[src/rtl/turfio_cin_autotrain.sv]
// CIN link-training sequencer: sweeps the IDELAY, centres on the widest eye of the
// training word, bitslips into nibble alignment and then requests parallelizer lock.
module turfio_cin_autotrain #(
    parameter logic [31:0] TRAIN_PATTERN = 32'hA55A6996,
    parameter int          TAP_STEP      = 8,
    parameter int          MAX_TAP       = 511,
    parameter int          MIN_EYE       = 32,
    parameter int          SETTLE_CYCLES = 16,
    parameter int          MAX_BITSLIP   = 7,
    parameter int          LOCK_TIMEOUT  = 1024
) (
    input  logic        i_wb_clk,
    input  logic        i_wb_rst,
    input  logic        i_start,
    input  logic        i_abort,
    output logic        o_busy,
    output logic        o_done,
    output logic        o_fail,
    output logic [1:0]  o_fail_code,
    output logic [8:0]  o_eye_start,
    output logic [8:0]  o_eye_width,
    output logic        o_en_vtc,
    output logic        o_delay_load,
    output logic [8:0]  o_delay_cntvaluein,
    output logic        o_capture_req,
    input  logic        i_capture_valid,
    input  logic [31:0] i_capture_data,
    output logic        o_bitslip_rst,
    output logic        o_bitslip,
    output logic        o_lock_req,
    input  logic        i_lock_status,
    output logic [3:0]  o_dbg_state
);

    localparam logic [3:0] S_IDLE    = 4'd0;
    localparam logic [3:0] S_PREP    = 4'd1;
    localparam logic [3:0] S_LOAD    = 4'd2;
    localparam logic [3:0] S_SETTLE  = 4'd3;
    localparam logic [3:0] S_CAP     = 4'd4;
    localparam logic [3:0] S_CAPWAIT = 4'd5;
    localparam logic [3:0] S_EVAL    = 4'd6;
    localparam logic [3:0] S_CLOAD   = 4'd7;
    localparam logic [3:0] S_CSETTLE = 4'd8;
    localparam logic [3:0] S_SCAP    = 4'd9;
    localparam logic [3:0] S_SWAIT   = 4'd10;
    localparam logic [3:0] S_SLIP    = 4'd11;
    localparam logic [3:0] S_LOCK    = 4'd12;
    localparam logic [3:0] S_LWAIT   = 4'd13;
    localparam logic [3:0] S_DONE    = 4'd14;
    localparam logic [3:0] S_FAIL    = 4'd15;

    localparam logic [9:0]  L_STEP        = 10'(TAP_STEP);
    localparam logic [9:0]  L_MAX_TAP     = 10'(MAX_TAP);
    localparam logic [9:0]  L_MIN_EYE     = 10'(MIN_EYE);
    localparam logic [3:0]  L_MAX_SLIP    = 4'(MAX_BITSLIP);
    localparam logic [10:0] L_SETTLE_LAST = 11'(SETTLE_CYCLES - 1);
    localparam logic [10:0] L_LOCK_LAST   = 11'(LOCK_TIMEOUT - 1);
    localparam logic [63:0] L_PAT2        = {TRAIN_PATTERN, TRAIN_PATTERN};

    logic [3:0]  r_state;
    logic        r_busy;
    logic        r_done;
    logic        r_fail;
    logic [1:0]  r_fail_code;
    logic [8:0]  r_eye_start;
    logic [8:0]  r_eye_width;
    logic        r_en_vtc;
    logic        r_delay_load;
    logic [8:0]  r_cntval;
    logic        r_capture_req;
    logic        r_bitslip_rst;
    logic        r_bitslip;
    logic        r_lock_req;
    logic [9:0]  r_tap;
    logic [9:0]  r_run_len;
    logic [9:0]  r_run_start;
    logic [9:0]  r_best_start;
    logic [9:0]  r_best_width;
    logic [3:0]  r_slips;
    logic [10:0] r_cnt;
    logic        r_good;

    logic        w_any_rot;
    logic        w_exact;
    logic [9:0]  w_next_tap;
    logic [9:0]  w_run_len_nx;
    logic [9:0]  w_run_start_nx;
    logic [9:0]  w_centre_raw;
    logic [9:0]  w_centre;
    logic [8:0]  w_width_sat;

    // During the sweep the word only has to be some nibble rotation of the pattern.
    always_comb begin
        w_any_rot = 1'b0;
        for (int k = 0; k < 8; k++) begin
            if (i_capture_data == L_PAT2[4*k +: 32]) begin
                w_any_rot = 1'b1;
            end
        end
    end

    assign w_exact        = (i_capture_data == TRAIN_PATTERN);
    assign w_next_tap     = r_tap + L_STEP;
    assign w_run_len_nx   = r_good ? (r_run_len + L_STEP) : 10'd0;
    assign w_run_start_nx = (r_good && (r_run_len == 10'd0)) ? r_tap : r_run_start;
    assign w_centre_raw   = r_best_start + {1'b0, r_best_width[9:1]};
    assign w_centre       = (w_centre_raw > L_MAX_TAP) ? L_MAX_TAP : w_centre_raw;
    assign w_width_sat    = (r_best_width > 10'd511) ? 9'd511 : r_best_width[8:0];

    // Capture handshake: capture_req is a one-cycle request; the sequencer then waits
    // indefinitely for a one-cycle capture_valid carrying the word (abort is the way out).
    always_ff @(posedge i_wb_clk or posedge i_wb_rst) begin
        if (i_wb_rst) begin
            r_state       <= S_IDLE;
            r_busy        <= 1'b0;
            r_done        <= 1'b0;
            r_fail        <= 1'b0;
            r_fail_code   <= 2'd0;
            r_eye_start   <= 9'd0;
            r_eye_width   <= 9'd0;
            r_en_vtc      <= 1'b1;
            r_delay_load  <= 1'b0;
            r_cntval      <= 9'd0;
            r_capture_req <= 1'b0;
            r_bitslip_rst <= 1'b0;
            r_bitslip     <= 1'b0;
            r_lock_req    <= 1'b0;
            r_tap         <= 10'd0;
            r_run_len     <= 10'd0;
            r_run_start   <= 10'd0;
            r_best_start  <= 10'd0;
            r_best_width  <= 10'd0;
            r_slips       <= 4'd0;
            r_cnt         <= 11'd0;
            r_good        <= 1'b0;
        end else begin
            r_delay_load  <= 1'b0;
            r_capture_req <= 1'b0;
            r_bitslip_rst <= 1'b0;
            r_bitslip     <= 1'b0;
            r_lock_req    <= 1'b0;

            if (i_abort) begin
                r_state  <= S_IDLE;
                r_en_vtc <= 1'b1;
                r_busy   <= 1'b0;
                r_done   <= 1'b0;
                r_fail   <= 1'b0;
            end else begin
                case (r_state)
                    S_IDLE, S_DONE, S_FAIL: begin
                        if (i_start) begin
                            r_state       <= S_PREP;
                            r_en_vtc      <= 1'b0;
                            r_bitslip_rst <= 1'b1;
                            r_tap         <= 10'd0;
                            r_run_len     <= 10'd0;
                            r_run_start   <= 10'd0;
                            r_best_start  <= 10'd0;
                            r_best_width  <= 10'd0;
                            r_fail_code   <= 2'd0;
                            r_done        <= 1'b0;
                            r_fail        <= 1'b0;
                            r_busy        <= 1'b1;
                        end else if ((r_state == S_DONE) && !i_lock_status) begin
                            r_state     <= S_FAIL;
                            r_done      <= 1'b0;
                            r_fail      <= 1'b1;
                            r_fail_code <= 2'd3;
                        end
                    end
                    S_PREP: begin
                        r_state <= S_LOAD;
                    end
                    S_LOAD: begin
                        r_delay_load <= 1'b1;
                        r_cntval     <= r_tap[8:0];
                        r_cnt        <= 11'd0;
                        r_state      <= S_SETTLE;
                    end
                    S_SETTLE: begin
                        if (r_cnt == L_SETTLE_LAST) begin
                            r_state <= S_CAP;
                        end else begin
                            r_cnt <= r_cnt + 11'd1;
                        end
                    end
                    S_CAP: begin
                        r_capture_req <= 1'b1;
                        r_state       <= S_CAPWAIT;
                    end
                    S_CAPWAIT: begin
                        if (i_capture_valid) begin
                            r_good  <= w_any_rot;
                            r_state <= S_EVAL;
                        end
                    end
                    S_EVAL: begin
                        // Best eye is updated with the run including this point, so a
                        // run that reaches the last tap is still considered.
                        r_run_len   <= w_run_len_nx;
                        r_run_start <= w_run_start_nx;
                        if (w_run_len_nx > r_best_width) begin
                            r_best_width <= w_run_len_nx;
                            r_best_start <= w_run_start_nx;
                        end
                        if (w_next_tap > L_MAX_TAP) begin
                            r_state <= S_CLOAD;
                        end else begin
                            r_tap   <= w_next_tap;
                            r_state <= S_LOAD;
                        end
                    end
                    S_CLOAD: begin
                        if (r_best_width < L_MIN_EYE) begin
                            r_state     <= S_FAIL;
                            r_fail      <= 1'b1;
                            r_fail_code <= 2'd1;
                            r_busy      <= 1'b0;
                            r_en_vtc    <= 1'b1;
                        end else begin
                            r_delay_load <= 1'b1;
                            r_cntval     <= w_centre[8:0];
                            r_eye_start  <= r_best_start[8:0];
                            r_eye_width  <= w_width_sat;
                            r_slips      <= 4'd0;
                            r_cnt        <= 11'd0;
                            r_state      <= S_CSETTLE;
                        end
                    end
                    S_CSETTLE: begin
                        if (r_cnt == L_SETTLE_LAST) begin
                            r_state <= S_SCAP;
                        end else begin
                            r_cnt <= r_cnt + 11'd1;
                        end
                    end
                    S_SCAP: begin
                        r_capture_req <= 1'b1;
                        r_state       <= S_SWAIT;
                    end
                    S_SWAIT: begin
                        if (i_capture_valid) begin
                            if (w_exact) begin
                                r_state <= S_LOCK;
                            end else if (r_slips < L_MAX_SLIP) begin
                                r_bitslip <= 1'b1;
                                r_slips   <= r_slips + 4'd1;
                                r_cnt     <= 11'd0;
                                r_state   <= S_SLIP;
                            end else begin
                                r_state     <= S_FAIL;
                                r_fail      <= 1'b1;
                                r_fail_code <= 2'd2;
                                r_busy      <= 1'b0;
                                r_en_vtc    <= 1'b1;
                            end
                        end
                    end
                    S_SLIP: begin
                        if (r_cnt == L_SETTLE_LAST) begin
                            r_state <= S_SCAP;
                        end else begin
                            r_cnt <= r_cnt + 11'd1;
                        end
                    end
                    S_LOCK: begin
                        r_en_vtc   <= 1'b1;
                        r_lock_req <= 1'b1;
                        r_cnt      <= 11'd0;
                        r_state    <= S_LWAIT;
                    end
                    S_LWAIT: begin
                        if (i_lock_status) begin
                            r_state <= S_DONE;
                            r_done  <= 1'b1;
                            r_busy  <= 1'b0;
                        end else if (r_cnt == L_LOCK_LAST) begin
                            r_state     <= S_FAIL;
                            r_fail      <= 1'b1;
                            r_fail_code <= 2'd3;
                            r_busy      <= 1'b0;
                        end else begin
                            r_cnt <= r_cnt + 11'd1;
                        end
                    end
                    default: begin
                        r_state <= S_IDLE;
                    end
                endcase
            end
        end
    end

    assign o_busy             = r_busy;
    assign o_done             = r_done;
    assign o_fail             = r_fail;
    assign o_fail_code        = r_fail_code;
    assign o_eye_start        = r_eye_start;
    assign o_eye_width        = r_eye_width;
    assign o_en_vtc           = r_en_vtc;
    assign o_delay_load       = r_delay_load;
    assign o_delay_cntvaluein = r_cntval;
    assign o_capture_req      = r_capture_req;
    assign o_bitslip_rst      = r_bitslip_rst;
    assign o_bitslip          = r_bitslip;
    assign o_lock_req         = r_lock_req;
    assign o_dbg_state        = r_state;

endmodule

[config.mk]
export PLATFORM = sky130hd
export DESIGN_NAME = turfio_cin_autotrain
export DESIGN_NICKNAME = d
export VERILOG_FILES = /design/src/rtl/turfio_cin_autotrain.sv
export SDC_FILE = /design/constraint.sdc
export NUM_CORES = 1
export LEC_CHECK = 0
export BUFFER_PORTS_ARGS = -buffer_cell sky130_fd_sc_hd__buf_4
export CAP_MARGIN = 20
export CORE_UTILIZATION = 50
export CTS_CLUSTER_DIAMETER = 50
export DETAILED_ROUTE_END_ITERATION = 6
export PLACE_DENSITY = 0.82
export REMOVE_ABC_BUFFERS = 1
export SLEW_MARGIN = 25
export SYNTH_ARGS = -nofsm -noshare
export SYNTH_HDL_FRONTEND = slang
export SYNTH_SLANG_ARGS = --single-unit
[constraint.sdc]
create_clock -name i_wb_clk -period 4.34 [get_ports i_wb_clk]
set_input_delay 0.434 -clock i_wb_clk [delete_from_list [all_inputs] [get_ports i_wb_clk]]
set_output_delay 0.434 -clock i_wb_clk [all_outputs]
set_load 0.05 [all_outputs]
# ---- Word level (Yosys, flattened, before mapping)
# Cells that the tools add are included.
dict set report op_classes {
  addsub 5
  multipliers 0
  div_mod_pow 0
  n_lt_le_gt_ge 6
  n_eq_ne 52
  n_shift 0
  n_mux 101
  bitwise 2
  reduce_logical 32
}
# cell n
set ops {}
lappend ops {{$eq A32 B31 Y1 const B} 4}
lappend ops {{$eq A32 B32 Y1 const B} 4}
lappend ops {{$pmux W10 S2} 5}
lappend ops {{$mux W11} 7}
lappend ops {{$mux W10} 6}
lappend ops {{$pmux W11 S5} 1}
lappend ops {{$mux W4} 13}
lappend ops {{$pmux W4 S13} 1}
lappend ops {{$mux W1} 45}
lappend ops {{$ne A3 B3 Y1 const B} 11}
lappend ops {{$eq A4 B4 Y1 const B} 8}
lappend ops {{$gt A10 B9 Y1 const B} 3}
lappend ops {{$mux W9} 3}
lappend ops {{$ne A2 B2 Y1 const B} 13}
lappend ops {{$add A10 B4 Y10 const B} 2}
lappend ops {{$pmux W9 S2} 1}
lappend ops {{$reduce_and A6 Y1} 3}
lappend ops {{$reduce_and A9 Y1} 2}
lappend ops {{$eq A4 B3 Y1 const B} 4}
lappend ops {{$mux W2} 8}
lappend ops {{$reduce_and A3 Y1} 5}
lappend ops {{$reduce_bool A5 Y1} 3}
lappend ops {{$mux W3} 4}
lappend ops {{$pmux W1 S4} 3}
lappend ops {{28 further kinds} 39}
dict set report totals {
  ff_bits 108
  latchBits 0
  ramBits 0
  mem_bits_ro 0
  in_bits 38
  output_inout_bits 42
  word_cells 220
  memories 0
}

# ---- Depth between registers and ports, before layout
dict set report depth {
  depth_word 9
  mapped_depth 14
  depth_no_buf 13
}

# ---- Worst setup path before layout
# OpenSTA, ideal clock, no wires.
dict set report synth_path {
  path_kind {reg-to-reg}
  startpoint {register r_run_len[3]}
  endpoint {register r_best_start[0]}
  setup_time_ns 0.128
  t_arrival_ns 2.529
  t_required_ns 4.212
  setup_slack_ns 1.684
  path_stages_with_launch 15
  path_buffers 1
  period_less_slack_ns 2.656
  cell_sequence {dfrtp_1 > ha_1 > and3_1 > nand3_1 > xnor2_1 > nand2_1 > inv_1 > ha_1 > and4_1 > nand4_1 > a21oi_1 > o21ai_0 > nand2_1 > buf_2 > mux2_1}
}
dict set report synth_via {
  elab_chain_len 5
  elab_cells_between_ends 10
  classes_between {1 x add/sub; 1 x order compare; 1 x eq/ne; 4 x mux; 3 x reduce/logical}
}
# item line_no
set synth_rtl {}
lappend synth_rtl {{from (decl)} 75} ;# logic [9:0] r_run_len;
lappend synth_rtl {{from (signal assigned)} 201} ;# r_run_len <= w_run_len_nx;
lappend synth_rtl {{$add A10 B4 Y10 or $logic_not A10 Y1 (tied branches)} {104, 105}}
lappend synth_rtl {{$mux W10 or $logic_and A1 B1 Y1 (tied branches)} {104, 105}}
lappend synth_rtl {{$gt A10 B10 Y1 or $mux W10 (tied branches)} {203, 105}}
lappend synth_rtl {{$ne A2 B2 Y1 (no line) or $mux W10 (tied branches)} n/a}
lappend synth_rtl {{$reduce_and A4 Y1 (no line) or $pmux W10 S2 (tied branches)} n/a}
lappend synth_rtl {{to (signal assigned)} 205} ;# r_best_start <= w_run_start_nx;
lappend synth_rtl {{to (decl)} 77} ;# logic [9:0] r_best_start;
# Parallel ways exist; a longest one is shown, timed or not. The select of a mux whose other input is x is not followed.
# A chain may end at the register's enable or synchronous reset.

# ---- Worst setup path in the final report
dict set report layout_path {
  startpoint {register r_run_len[3]}
  endpoint {register r_best_start[5]}
}
# The elaborated chain is that of the path after synthesis.

==> results by group <==
Critical path
  • Crit Path Max Fanout: 20
  • WP data arrival: 3.53 ns
  • Reg2Reg Setup Slack: 1.05 ns
  • Worst Setup EP: r_best_start[5]
  • CP bufs+invs: 1
  • CP max stage delay: 0.64 ns
  • Top cell family by delay on the critical path: simple AND/OR/NAND/NOR gates
  • Worst Path Required: 4.58 ns
  • Capturing point of the worst reg2reg path: r_best_start[5]
  • Type of origin of the critical path: flip-flop
  • Worst path cell trace: ha_1 > and3_1 > nand3_1 > xnor2_1 > nand2_1 > inv_1 > ha_1 > and4_1 > nand4_1 > a21oi_1 > o21ai_0 > nand2_1 > mux2_1
  • WP depth: 13
  • Critical path class: reg -> reg
  • Reg2reg start: r_run_len[3]
  • Worst Reg-to-Reg Cells: 13
  • CP endpoint kind: flip-flop
  • Critical Path Source: r_run_len[3]
  • Critical Path Slowest Stage Cell: nand2_1

Timing
  • Slew margin rel.: 40.2%
  • Tcrit/Tclk final: 75.9%
  • Slew @ Worst Pin: 0.889 ns
  • Maximum clock rate: 304 MHz
  • RSZ-0062 raised after global routing: false
  • Final setup viols: 0
  • Hold Vio Cnt, Final: 0
  • Fin Clk Skew: 0.00707 ns
  • Max-slew violation count: 0
  • Fin crit period: 3.29 ns
  • Worst setup margin: 1.05 ns
  • TNS Setup: 0 ns

Pwr
  • Max IR drop VDD: 0.369 mV
  • Net switching power figure: 1.37 mW
  • Combinational share of power: 37.2%
  • Seq pwr share: 37.2%
  • Final Power: 3.34 mW
  • Clock power frac: 25.5%
  • Switching portion of total power: 40.9%
  • P_leak: 3.41 nW
  • Internal: 1.97 mW
  • Pwr Density: 462 nW/um^2

Logic synthesis
  • Synth Warn #: 0
  • Largest area contributor in the netlist: dfrtp_1
  • Syn Area/Cell: 9.73 um^2
  • Cells after Synth: 635
  • Register bit total from synthesis: 105
  • Most used DFF post-synth: dfrtp_1
  • EDFF count, synth: 0
  • Post-synthesis sequential area ratio: 42.5%
  • Async set or reset register ratio after synthesis: 100%
  • Synth area leaders: dfrtp_1 42%, ha_1 4.7%, nor2_1 3.3%
  • Synth top area share: 42.1%
  • Unique masters post-synth: 75
  • Mapped cell area: 6180 um^2

Placement
  • Port bufs: 79
  • Routability Congestion: 0.923
  • Hpwl dp: 11500 um
  • DP Area: 6930 um^2
  • Post-Place Setup Slack: 1.05 ns

Global route
  • Total gr overflow: 0
  • Pin count of the biggest net entering global routing: 77
  • Global Route Usage Sum: 25.7%
  • First-pass GRT wire length: 26000 um
  • Initial antenna violation count: 0
  • Vias in the first global route: 5353

Die
  • Die area: 12800 um^2
  • Die height: 113 um
  • Initial core utilization: 51.5%
  • Number of I/O pins: 80
  • Cell Rows: 40
  • Die span in x: 113 um
  • Core Region: 12000 um^2

CTS
  • Num CTS Buffers: 9
  • Setup bufs post-CTS: 0
  • H-tree Lvls: 3
  • Worst-skew pair later-pin latency: 0.36 ns
  • CTS tree: done
  • Longest Clk Path Bufs: 2
  • Worst-path clk slew: 0.07 ns
  • CTS resizes: 0
  • Post-CTS Hold Fix Bufs: 0
  • CTS Root Cell: clkbuf_16
  • Clock sinks: 105

Detailed routing
  • Starting DRT DRC Count: 449
  • Wire per inst: 18.0 um
  • Antenna-violating nets left: 0
  • Via Count: 5385
  • Via-to-Cell Ratio: 6.25
  • Router iterations before antenna repair: 5
  • DRC errors left: 0
  • Drt total wl: 15500 um

Final layout
  • Layout cell share with drive strength beyond 1: 19.6%
  • Fin area: 7240 um^2
  • Fill count: 1031
  • Layout area overhead: 17.2%
  • N_diodes: 0
  • Fin util: 60.3%
  • Nets: 771

Job
  • Max cap viols: 0

Outcome
  • Outcome: finished clean

Worst hold path
  • Hold Path Class: in -> async
-- stage by stage --
stage	cells	hold WS, ns
2_1_floorplan	610	0.444
3_3_place_gp	845	0.461
3_5_place_dp	845	0.470
4_1_cts	861	0.328
5_1_grt	861	0.244
6_report	861	0.174
-- how the worst min path moves through the flow --
stage | slack, ns | to | cells past startpoint | start
floorplan | 0.44 | r_run_start[0] | 1 | r_run_start[0]
global placement | 0.46 | r_run_start[2] | 1 | r_run_start[2]
detailed placement | 0.47 | r_run_start[2] | 1 | r_run_start[2]
CTS | 0.33 | o_eye_start[6] | 2 | i_wb_rst
global route | 0.24 | o_delay_cntvaluein[7] | 2 | i_wb_rst
finish | 0.17 | o_delay_cntvaluein[7] | 2 | i_wb_rst
-- sequential cells by signal, summed over array words and instances (netlist names), 2 cells and up --
signal and flops:
o_delay_cntvaluein 9, r_cnt 11, r_best_width 10, r_best_start 10, o_dbg_state 4, r_slips 4, r_run_len 10, r_tap 7
o_fail_code 2, o_eye_start 9, o_eye_width 9, r_run_start 10
-- Yosys cell counts (all sizes together) (11+ instances only) --
cell / number
dfrtp: 104
nor2: 54
nand2: 42
o21ai: 31
inv: 30
mux2: 26
a21oi: 23
ha: 23
nor3: 22
a31oi: 19
nand4: 19
clkbuf: 17
nand3: 17
a22o: 15
and2: 14
nor4bb: 14
xnor2: 12
and3: 11
-- power by group through the flow --
stage	sequential [mW]	clock, mW	combinational, mW
floorplan	1.57	0	0.526
global placement	1.25	0	1.22
detailed placement	1.26	0	1.24
CTS	1.24	0.869	1.24
global route	1.26	0.907	1.34
finish	1.24	0.853	1.24
-- cell type report --
| type | count | area (um^2) | area share (%) |
|---|---|---|---|
| Multi-Input combinational cell | 474 | 3330 | 46.0 |
| Sequential cell | 105 | 2630 | 36.3 |
| Timing Repair Buffer | 88 | 661 | 9.12 |
| Clock buffer | 10 | 239 | 3.30 |
| Tap cell | 147 | 184 | 2.54 |
| Inverter | 31 | 121 | 1.68 |
| Clock inverter | 6 | 73.8 | 1.02 |
-- cells by family (layout without fill, tap and decap cells) --
family	after synthesis	in the layout	synth area share [%]
flops	105	105	42.5
fa+ha+maj	24	24	4.98
mux	35	35	6.19
buf+inv	56	135	3.56
simple gates	243	243	22.4
compound gates	154	154	17.7
xor+xnor	18	18	2.55
-- metal layers --
| metal | GRT usage (%) | vias up | wire [um] |
|---|---|---|---|
| met5 | 0 | - | 0 |
| met3 | 4.61 | 35 | 910 |
| met4 | 11.7 | 0 | 386 |
| met2 | 42.4 | 211 | 7450 |
| met1 | 33.1 | 2608 | 6720 |
| li1 | - | 2531 | - |
-- layout by cell type, fill, tap and decap left out, types with 4 or more instances in the layout --
cell,instances
mux2_1,14
ha_1,23
nand2_1,40
xor2_1,6
a31oi_1,19
o211ai_1,6
nor4bb_1,14
nand4_1,19
dfrtp_1,104
nand3_1,17
inv_1,28
a21o_1,7
or3_1,9
or4bb_1,7
xnor2_1,12
buf_4,88
mux2i_1,9
or4_1,4
nor2b_1,5
mux2_2,12
and3_1,11
a22o_1,15
o21ai_0,31
o22ai_1,7
clkbuf_16,9
o31ai_1,5
a21oi_1,23
o21a_1,4
nor2_1,53
and2_1,14
nor3_1,22
No activity file was read; power rests on OpenSTA's default activity.
